$ cat config.mk
export PLATFORM = sky130hd
export DESIGN_NAME = alu_sequencer
export DESIGN_NICKNAME = d
export VERILOG_FILES = /design/src/rtl/alu_sequencer.sv
export SDC_FILE = /design/constraint.sdc
export NUM_CORES = 1
export LEC_CHECK = 0
export CORE_MARGIN = 2
export CORE_UTILIZATION = 43
export DETAILED_ROUTE_END_ITERATION = 6
export PLACE_DENSITY = 0.9
export SKIP_CTS_REPAIR_TIMING = 1
export SYNTH_ARGS = -nofsm -noshare
export SYNTH_HDL_FRONTEND = slang
export SYNTH_SLANG_ARGS = --single-unit
$ cat constraint.sdc
create_clock -name clk_i -period 4.15 [get_ports clk_i]
set_input_delay 0.83 -clock clk_i [delete_from_list [all_inputs] [get_ports clk_i]]
set_output_delay 0.83 -clock clk_i [all_outputs]
set_load 0.005 [all_outputs]
$ cat src/rtl/alu_sequencer.sv
// Request/response front-end for a 32-bit combinational ALU: decodes ALUOp/funct,
// registers operands into the ALU, captures result/flags and holds them on a valid/ready port.
module alu_sequencer #(
    parameter int CNT_W = 16
) (
    input  logic             clk_i,
    input  logic             rst_i,
    input  logic             req_valid_i,
    output logic             req_ready_o,
    input  logic [1:0]       aluop_i,
    input  logic [5:0]       funct_i,
    input  logic [31:0]      src1_i,
    input  logic [31:0]      src2_i,
    output logic             alu_rst_n_o,
    output logic [31:0]      alu_src1_o,
    output logic [31:0]      alu_src2_o,
    output logic [3:0]       alu_ctrl_o,
    output logic [2:0]       alu_bonus_o,
    input  logic [31:0]      alu_result_i,
    input  logic             alu_zero_i,
    input  logic             alu_cout_i,
    input  logic             alu_overflow_i,
    output logic             rsp_valid_o,
    input  logic             rsp_ready_i,
    output logic [31:0]      rsp_result_o,
    output logic             rsp_zero_o,
    output logic             rsp_cout_o,
    output logic             rsp_overflow_o,
    output logic             rsp_err_o,
    output logic [CNT_W-1:0] op_count_o
);

    typedef enum logic [1:0] {IDLE, EXEC, RESP} state_t;

    state_t     state;
    state_t     state_nxt;
    logic       dec_legal;
    logic [3:0] dec_ctrl;
    logic       accept;

    // Returns {legal, ctrl}; illegal encodings report ctrl 0000.
    function automatic logic [4:0] decode(input logic [1:0] aluop, input logic [5:0] funct);
        logic [4:0] d;
        d = 5'b0_0000;
        case (aluop)
            2'b00: d = 5'b1_0010;
            2'b01: d = 5'b1_0110;
            2'b10: begin
                case (funct)
                    6'b100000: d = 5'b1_0010;
                    6'b100010: d = 5'b1_0110;
                    6'b100100: d = 5'b1_0000;
                    6'b100101: d = 5'b1_0001;
                    6'b100111: d = 5'b1_1100;
                    6'b101010: d = 5'b1_0111;
                    default:   d = 5'b0_0000;
                endcase
            end
            default: d = 5'b0_0000;
        endcase
        return d;
    endfunction

    assign {dec_legal, dec_ctrl} = decode(aluop_i, funct_i);
    assign accept      = req_valid_i && (state == IDLE);
    assign alu_rst_n_o = ~rst_i;
    assign alu_bonus_o = 3'b000;

    always_ff @(posedge clk_i) begin
        if (rst_i) begin
            state <= IDLE;
        end else begin
            state <= state_nxt;
        end
    end

    always_comb begin
        state_nxt = state;
        case (state)
            IDLE: begin
                if (accept) begin
                    state_nxt = dec_legal ? EXEC : RESP;
                end
            end
            EXEC:    state_nxt = RESP;
            RESP: begin
                if (rsp_ready_i) begin
                    state_nxt = IDLE;
                end
            end
            default: state_nxt = IDLE;
        endcase
    end

    always_comb begin
        req_ready_o = (state == IDLE);
        rsp_valid_o = (state == RESP);
    end

    // Operand/control stage: only a legal accept touches what the ALU sees.
    always_ff @(posedge clk_i) begin
        if (rst_i) begin
            alu_src1_o <= '0;
            alu_src2_o <= '0;
            alu_ctrl_o <= '0;
        end else if (accept && dec_legal) begin
            alu_src1_o <= src1_i;
            alu_src2_o <= src2_i;
            alu_ctrl_o <= dec_ctrl;
        end
    end

    // Response stage: captured at the end of EXEC, or zeroed with err on an illegal accept.
    always_ff @(posedge clk_i) begin
        if (rst_i) begin
            rsp_result_o   <= '0;
            rsp_zero_o     <= 1'b0;
            rsp_cout_o     <= 1'b0;
            rsp_overflow_o <= 1'b0;
            rsp_err_o      <= 1'b0;
        end else if (state == EXEC) begin
            rsp_result_o   <= alu_result_i;
            rsp_zero_o     <= alu_zero_i;
            rsp_cout_o     <= alu_cout_i;
            rsp_overflow_o <= alu_overflow_i;
            rsp_err_o      <= 1'b0;
        end else if (accept && !dec_legal) begin
            rsp_result_o   <= '0;
            rsp_zero_o     <= 1'b0;
            rsp_cout_o     <= 1'b0;
            rsp_overflow_o <= 1'b0;
            rsp_err_o      <= 1'b1;
        end
    end

    always_ff @(posedge clk_i) begin
        if (rst_i) begin
            op_count_o <= '0;
        end else if (state == RESP && rsp_ready_i) begin
            op_count_o <= op_count_o + CNT_W'(1);
        end
    end

endmodule

# After elaboration in Yosys (flattened, before gate mapping)
# Index checks and enable logic that the tools add are counted.
[op_classes]
addsub = 1
n_eq_ne = 12
reduce_logical = 10
n_bitwise = 1
muxes = 12
[op_table]
columns = ["cell", "n"]
rows = [
  ["$mux 32", 2],
  ["$eq 6x6->1 const B", 6],
  ["$pmux 5 s6", 1],
  ["$add 16x1->16 const B", 1],
  ["$pmux 5 s3", 1],
  ["$mux 2", 3],
  ["$pmux 2 s3", 1],
  ["$eq 2x1->1 const B", 2],
  ["$eq 2x2->1 const B", 2],
  ["$logic_and 1x1->1", 4],
  ["$logic_not 2->1", 2],
  ["$mux 1", 4],
  ["$ne 2x1->1 const B", 2],
  ["$reduce_and 2->1", 1],
  ["$reduce_bool 2->1", 1],
  ["$reduce_or 2->1", 1],
  ["$logic_not 1->1", 1],
  ["$not 1->1", 1],
]
[word_totals]
regBits = 122
input_bits = 111
word_cells = 46
output_inout_bits = 126

# Depth between registers and ports, before layout
[logic_depth]
depth_word = 7
depth_mapped = 7
ltp_nobuf = 4

# Least setup slack after synthesis
# No wires, ideal clock.
[synth_timing]
path_kind = "input-to-reg"
start = "input funct_i[0]"
end = "register rsp_result_o[10]"
required_ns = 4.033
arrival_ns = 2.052
setup_time_ns = 0.117
cell_stages = 5
path_slack_ns = 1.981
path_buffers = 1
cell_sequence = "and3b_1 a221oi_1 o31ai_4 buf_6 a22o_1"
[synth_via]
elab_chain_len = 6
word_cells_on_any_way = 11
cone_classes = "eq/ne: 6; mux: 2; reduce/logical: 3"
[synth_rtl]
columns = ["item", "line_no", "text"]
rows = [
  ["from (decl)", "11", "input logic [5:0] funct_i,"],
  ["$eq 6x6->1", "49", "case (funct)"],
  ["$pmux 5 s6 *", "49", ""],
  ["$pmux 5 s3 *", "45", "case (aluop)"],
  ["$logic_not 1->1 *", "127", "end else if (accept && !dec_legal) begin"],
  ["$logic_and 1x1->1 *", "127", ""],
  ["$reduce_bool 2->1 (no line) *", "-", ""],
  ["to (signal assigned)", "122", "rsp_result_o <= alu_result_i;"],
  ["to (decl)", "25", "output logic [31:0] rsp_result_o,"],
]
# Mark *: on every way between the ends. The rest lies on a longest branch, timed or not.
# A chain may end at the register's enable or synchronous reset.

# Worst setup path in the final report
[layout_timing]
start = "input funct_i[0]"
end = "register alu_ctrl_o[1]"
[layout_via]
elab_chain_len = 4
word_cells_on_any_way = 9
cone_classes = "eq/ne: 6; mux: 2; reduce/logical: 1"
[layout_rtl]
columns = ["item", "line_no", "text"]
rows = [
  ["$eq 6x6->1", "49", ""],
  ["$pmux 5 s6 *", "49", ""],
  ["$pmux 5 s3 *", "45", ""],
  ["$logic_and 1x1->1", "106", "end else if (accept && dec_legal) begin"],
  ["to (signal assigned)", "109", "alu_ctrl_o <= dec_ctrl;"],
  ["to (decl)", "17", "output logic [3:0] alu_ctrl_o,"],
]
# Marks and branches as above.

==> impl_results.html <==
<table>
<tr><th>Metric</th><th>Value</th></tr>
<tr><th colspan="2">Timing</th></tr>
<tr><td>Post-route setup slack</td><td>~1.4 ns</td></tr>
<tr><td>Count of final hold-check violations</td><td>0</td></tr>
<tr><td>Final count of pins violating max slew</td><td>0</td></tr>
<tr><td>Slew at the pin closest to its max-slew limit</td><td>1.312 ns</td></tr>
<tr><td>Accumulated negative setup slack</td><td>0 ns</td></tr>
<tr><td>Max transition margin</td><td>0.1253</td></tr>
<tr><td>Final worst-path cycle share</td><td>0.6659</td></tr>
<tr><td>Clock skew after layout</td><td>a little under 0.008 ns</td></tr>
<tr><td>Worst hold margin</td><td>about 0.47 ns</td></tr>
<tr><td>Clock period minus final worst setup slack</td><td>between 2 and 3 ns</td></tr>
<tr><td>Final setup violation count</td><td>0</td></tr>
<tr><td>Setup repair after global routing missed its margin</td><td>false</td></tr>
<tr><td>Fmax achieved</td><td>~0.36 GHz</td></tr>
<tr><th colspan="2">Global route</th></tr>
<tr><td>Largest net degree at the start of global routing</td><td>between 80 and 90</td></tr>
<tr><td>Wire length of the first global-routing pass</td><td>between 20,000 and 25,000 um</td></tr>
<tr><td>Antenna violations before repair</td><td>0</td></tr>
<tr><td>All-Layer GR Usage</td><td>0.2528</td></tr>
<tr><td>Leftover overflow at the end of global routing</td><td>0</td></tr>
<tr><td>Number of global-route vias before repair</td><td>about 4,600</td></tr>
<tr><th colspan="2">Drt</th></tr>
<tr><td>Via count</td><td>about 4,800</td></tr>
<tr><td>DR pass1 iterations</td><td>4</td></tr>
<tr><td>Average detailed-routed wire length per instance</td><td>approximately 18 um</td></tr>
<tr><td>Detailed-route wire length</td><td>approximately 15,000 um</td></tr>
<tr><td>Antenna-violating nets left</td><td>0</td></tr>
<tr><td>Via density</td><td>5.568</td></tr>
<tr><td>Drc violations</td><td>0</td></tr>
<tr><td>Violation count after the first detailed-routing iteration</td><td>roughly 230</td></tr>
<tr><th colspan="2">Synthesis</th></tr>
<tr><td>Synthesized cell area</td><td>between 4000 and 5000 sq um</td></tr>
<tr><td>Fraction of synthesized area in multiplexers</td><td>0.004309</td></tr>
<tr><td>Basic-gate share of the synthesized area counting and, or, nand and nor cells</td><td>0.1411</td></tr>
<tr><td>Fraction of the mapped netlist area in adder cells</td><td>0.002693</td></tr>
<tr><td>Post-synthesis average cell area</td><td>a little over 9 sq um</td></tr>
<tr><td>Number of storage elements in the synthesis netlist</td><td>122</td></tr>
<tr><td>Most used flip-flop cell after synthesis</td><td>sky130_fd_sc_hd__dfxtp_1</td></tr>
<tr><td>Share of the yosys chip area belonging to registers</td><td>0.5257</td></tr>
<tr><td>Combinational family with the most area after synthesis</td><td>compound AO/OA/AOI/OAI gates</td></tr>
<tr><td>Count of flip-flops with a built-in enable after synthesis</td><td>0</td></tr>
<tr><td>Most area-hungry cell type in the Yosys netlist</td><td>sky130_fd_sc_hd__dfxtp_1</td></tr>
<tr><td>Area share of the leading cell type in the synthesized netlist</td><td>0.5257</td></tr>
<tr><td>Post-synthesis xor/xnor area fraction</td><td>0.01697</td></tr>
<tr><td>Post-synthesis compound-gate area fraction</td><td>0.2526</td></tr>
<tr><td>Cell types occupying the most area after synthesis</td><td>sky130_fd_sc_hd__dfxtp_1 53%, sky130_fd_sc_hd__a21oi_1 7.9%, sky130_fd_sc_hd__nand3_1 7.5%</td></tr>
<tr><td>Number of distinct standard cells referenced by the synthesized netlist</td><td>between 40 and 50</td></tr>
<tr><td>Share of synthesized registers carrying an async set or reset</td><td>0</td></tr>
<tr><td>Mapped Cells</td><td>just over 500</td></tr>
<tr><td>Synth warn</td><td>0</td></tr>
<tr><th colspan="2">Place</th></tr>
<tr><td>Final GP Congestion</td><td>between 0.8 and 0.9</td></tr>
<tr><td>Hpwl dp</td><td>between 10,000 and 15,000 um</td></tr>
<tr><td>Placement-stage worst setup slack</td><td>~0.9 ns</td></tr>
<tr><td>Number of buffers added on ports</td><td>233</td></tr>
<tr><td>Placed Cells</td><td>around 830</td></tr>
<tr><th colspan="2">Clock network</th></tr>
<tr><td>Master cell of the clock root buffer</td><td>sky130_fd_sc_hd__clkbuf_8</td></tr>
<tr><td>Num CTS Buffers</td><td>17</td></tr>
<tr><td>Clock tree from TritonCTS</td><td>built</td></tr>
<tr><td># H-tree levels</td><td>4</td></tr>
<tr><td>Sinks on Clock Net</td><td>between 100 and 150</td></tr>
<tr><td>Clk Latency, worst-skew pair</td><td>about 0.51 ns</td></tr>
<tr><td>Clock slew seen by the registers of the worst setup and hold paths</td><td>roughly 0.06 ns</td></tr>
<tr><td>Largest buffer count on any clock path</td><td>2</td></tr>
<tr><th colspan="2">Floorplan</th></tr>
<tr><td>Die outline area</td><td>approximately 12,000 sq um</td></tr>
<tr><td>DIE WIDTH</td><td>107.9 um</td></tr>
<tr><td>Initial standard-cell utilization of the core</td><td>0.4460</td></tr>
<tr><td>Core ar.</td><td>10,420 sq um</td></tr>
<tr><td>Standard-cell row count</td><td>37</td></tr>
<tr><td>Y dimension of the die</td><td>107.9 um</td></tr>
<tr><td>Top-level I/O count</td><td>237</td></tr>
<tr><th colspan="2">Worst setup path</th></tr>
<tr><td>Worst Path Class, Setup</td><td>input port to flop</td></tr>
<tr><td>Worst Path Max Fanout</td><td>23</td></tr>
<tr><td>Cells along the critical path</td><td>clkdlybuf4s50_1 -&gt; and3b_1 -&gt; a221oi_4 -&gt; buf_4 -&gt; nor2_1 -&gt; o221a_2</td></tr>
<tr><td>Delay contributed by the slowest stage of the critical path</td><td>around 0.72 ns</td></tr>
<tr><td>Worst-path cell with the longest stage delay</td><td>sky130_fd_sc_hd__a221oi_4</td></tr>
<tr><td>Cell depth of the worst flop-to-flop path</td><td>5</td></tr>
<tr><td>Sort of element at the start of the critical path</td><td>input port</td></tr>
<tr><td>Kind of end point of the critical path</td><td>flop</td></tr>
<tr><td>CP required</td><td>between 4 and 5 ns</td></tr>
<tr><td>Reg-to-reg setup timing slack</td><td>~1.9 ns</td></tr>
<tr><td>Data arrival at the endpoint of the critical path</td><td>between 3 and 4 ns</td></tr>
<tr><th colspan="2">Cells and area</th></tr>
<tr><td>Most frequent cells in the layout</td><td>232 x sky130_fd_sc_hd__clkdlybuf4s50_1, 122 x sky130_fd_sc_hd__dfxtp_1, 73 x sky130_fd_sc_hd__a21oi_1</td></tr>
<tr><td>Area growth syn-to-layout</td><td>62.19%</td></tr>
<tr><td>Most common library cell in the layout ignoring fill and taps</td><td>sky130_fd_sc_hd__clkdlybuf4s50_1</td></tr>
<tr><td>N_diodes</td><td>0</td></tr>
<tr><td>Nets</td><td>827</td></tr>
<tr><td>Final non-filler cell total</td><td>about 860</td></tr>
<tr><td>Layout cell share with drive strength beyond 1</td><td>0.06327</td></tr>
<tr><th colspan="2">Pwr</th></tr>
<tr><td>Leak pwr</td><td>2.669 nW</td></tr>
<tr><td>Power density cells</td><td>roughly 400 nW/um^2</td></tr>
<tr><td>Maximum resistive drop on vdd</td><td>just over 0.3 mV</td></tr>
<tr><td>Tot Pwr</td><td>roughly 3.0 mW</td></tr>
<tr><th colspan="2">Outcome</th></tr>
<tr><td>Run status</td><td>complete, no violations</td></tr>
<tr><th colspan="2">Worst hold path</th></tr>
<tr><td>Type of the most critical hold path</td><td>flop to flop</td></tr>
<tr><td>Cells on Worst Hold Path</td><td>1</td></tr>
<tr><th colspan="2">Flow run</th></tr>
<tr><td>Max-capacitance violation count</td><td>0</td></tr>
</table>
-- worst max-delay path: cells and delay by family --
kind            cells  cell delay, ns
compound gates      2            1.00
simple gates        2            0.44
buf+inv             2            0.89
-- state kept, by name, indices dropped and copies added (netlist names) --
| register | flops |
|---|---|
| alu_src1_o | 32 |
| alu_src2_o | 32 |
| rsp_result_o | 32 |
| op_count_o | 16 |
| alu_ctrl_o | 4 |
| state | 2 |
| rsp_cout_o | 1 |
| rsp_err_o | 1 |
| rsp_overflow_o | 1 |
| rsp_zero_o | 1 |
-- routing by layer --
| metal | wire length [um] | up-vias | global-route usage | part of all wire |
|---|---|---|---|---|
| li1 | - | 2265 | - | - |
| met4 | 262 | 0 | 0.08883 | 0.017 |
| met2 | 7881 | 217 | 0.4546 | 0.52 |
| met3 | 1400 | 19 | 0.09825 | 0.092 |
| met1 | 5743 | 2304 | 0.2690 | 0.38 |
| met5 | 0 | - | 0 | 0 |
-- power breakdown --
group	total, mW	internal (mW)	switching (mW)
registers	1.25	1.22	0.0264
clock network	1.33	0.818	0.509
logic	0.395	0.221	0.174
total	2.97	2.26	0.710
-- cell families (layout without fill, tap and decap cells) --
family                   count (synthesis)  in the layout
AO/OA/AOI/OAI                          193            193
XOR/XNOR                                 9              9
adder cells (fa/ha/maj)                  1              1
buffers and inverters                   55            276
flip-flops                             122            122
multiplexers                             2              2
other                                    1              3
AND/OR/NAND/NOR                        121            121
-- area by class of cell --
| cell class | count | area (sq um) |
|---|---|---|
| Tap cell | 136 | 170.2 |
| Multi-Input combinational cell | 329 | 1968 |
| Fill cell | 738 | 2882 |
| Timing Repair Buffer | 240 | 2392 |
| Inverter | 5 | 18.77 |
| Clock buffer | 20 | 445.4 |
| Clock inverter | 11 | 97.59 |
| Sequential cell | 122 | 2442 |
-- worst paths after layout --
check,start,end
worst min-delay path,rsp_result_o[25]$_SDFFE_PP0P_,rsp_result_o[25]$_SDFFE_PP0P_
worst min register to register,rsp_result_o[25]$_SDFFE_PP0P_,rsp_result_o[25]$_SDFFE_PP0P_
worst max-delay path,funct_i[0],alu_ctrl_o[1]$_SDFFE_PP0P_
worst max register to register,state[0]$_SDFFE_PP0P_,alu_src1_o[5]$_SDFFE_PP0P_
-- synth_stat cells, drive strengths merged, types with 2 or more instances --
cell,n
and3,2
and3b,2
mux2i,2
and2,2
nand2,9
inv,5
nand4,7
a221oi,2
clkbuf,27
o21ai,68
or3,2
o31ai,5
or4,5
nand3,70
dfxtp,122
xor2,8
buf,23
a21oi,73
nor2,14
a22o,36
-- metrics by stage --
step / utilization / area (sq um)
after CTS: 0.7234 / 7535
after floorplan: - / 4653
after global routing: 0.7234 / 7535
after detailed placement: 0.6712 / 6992
after global placement: 0.6712 / 6992
final: 0.7234 / 7535
(Power assumes the default switching activity.)
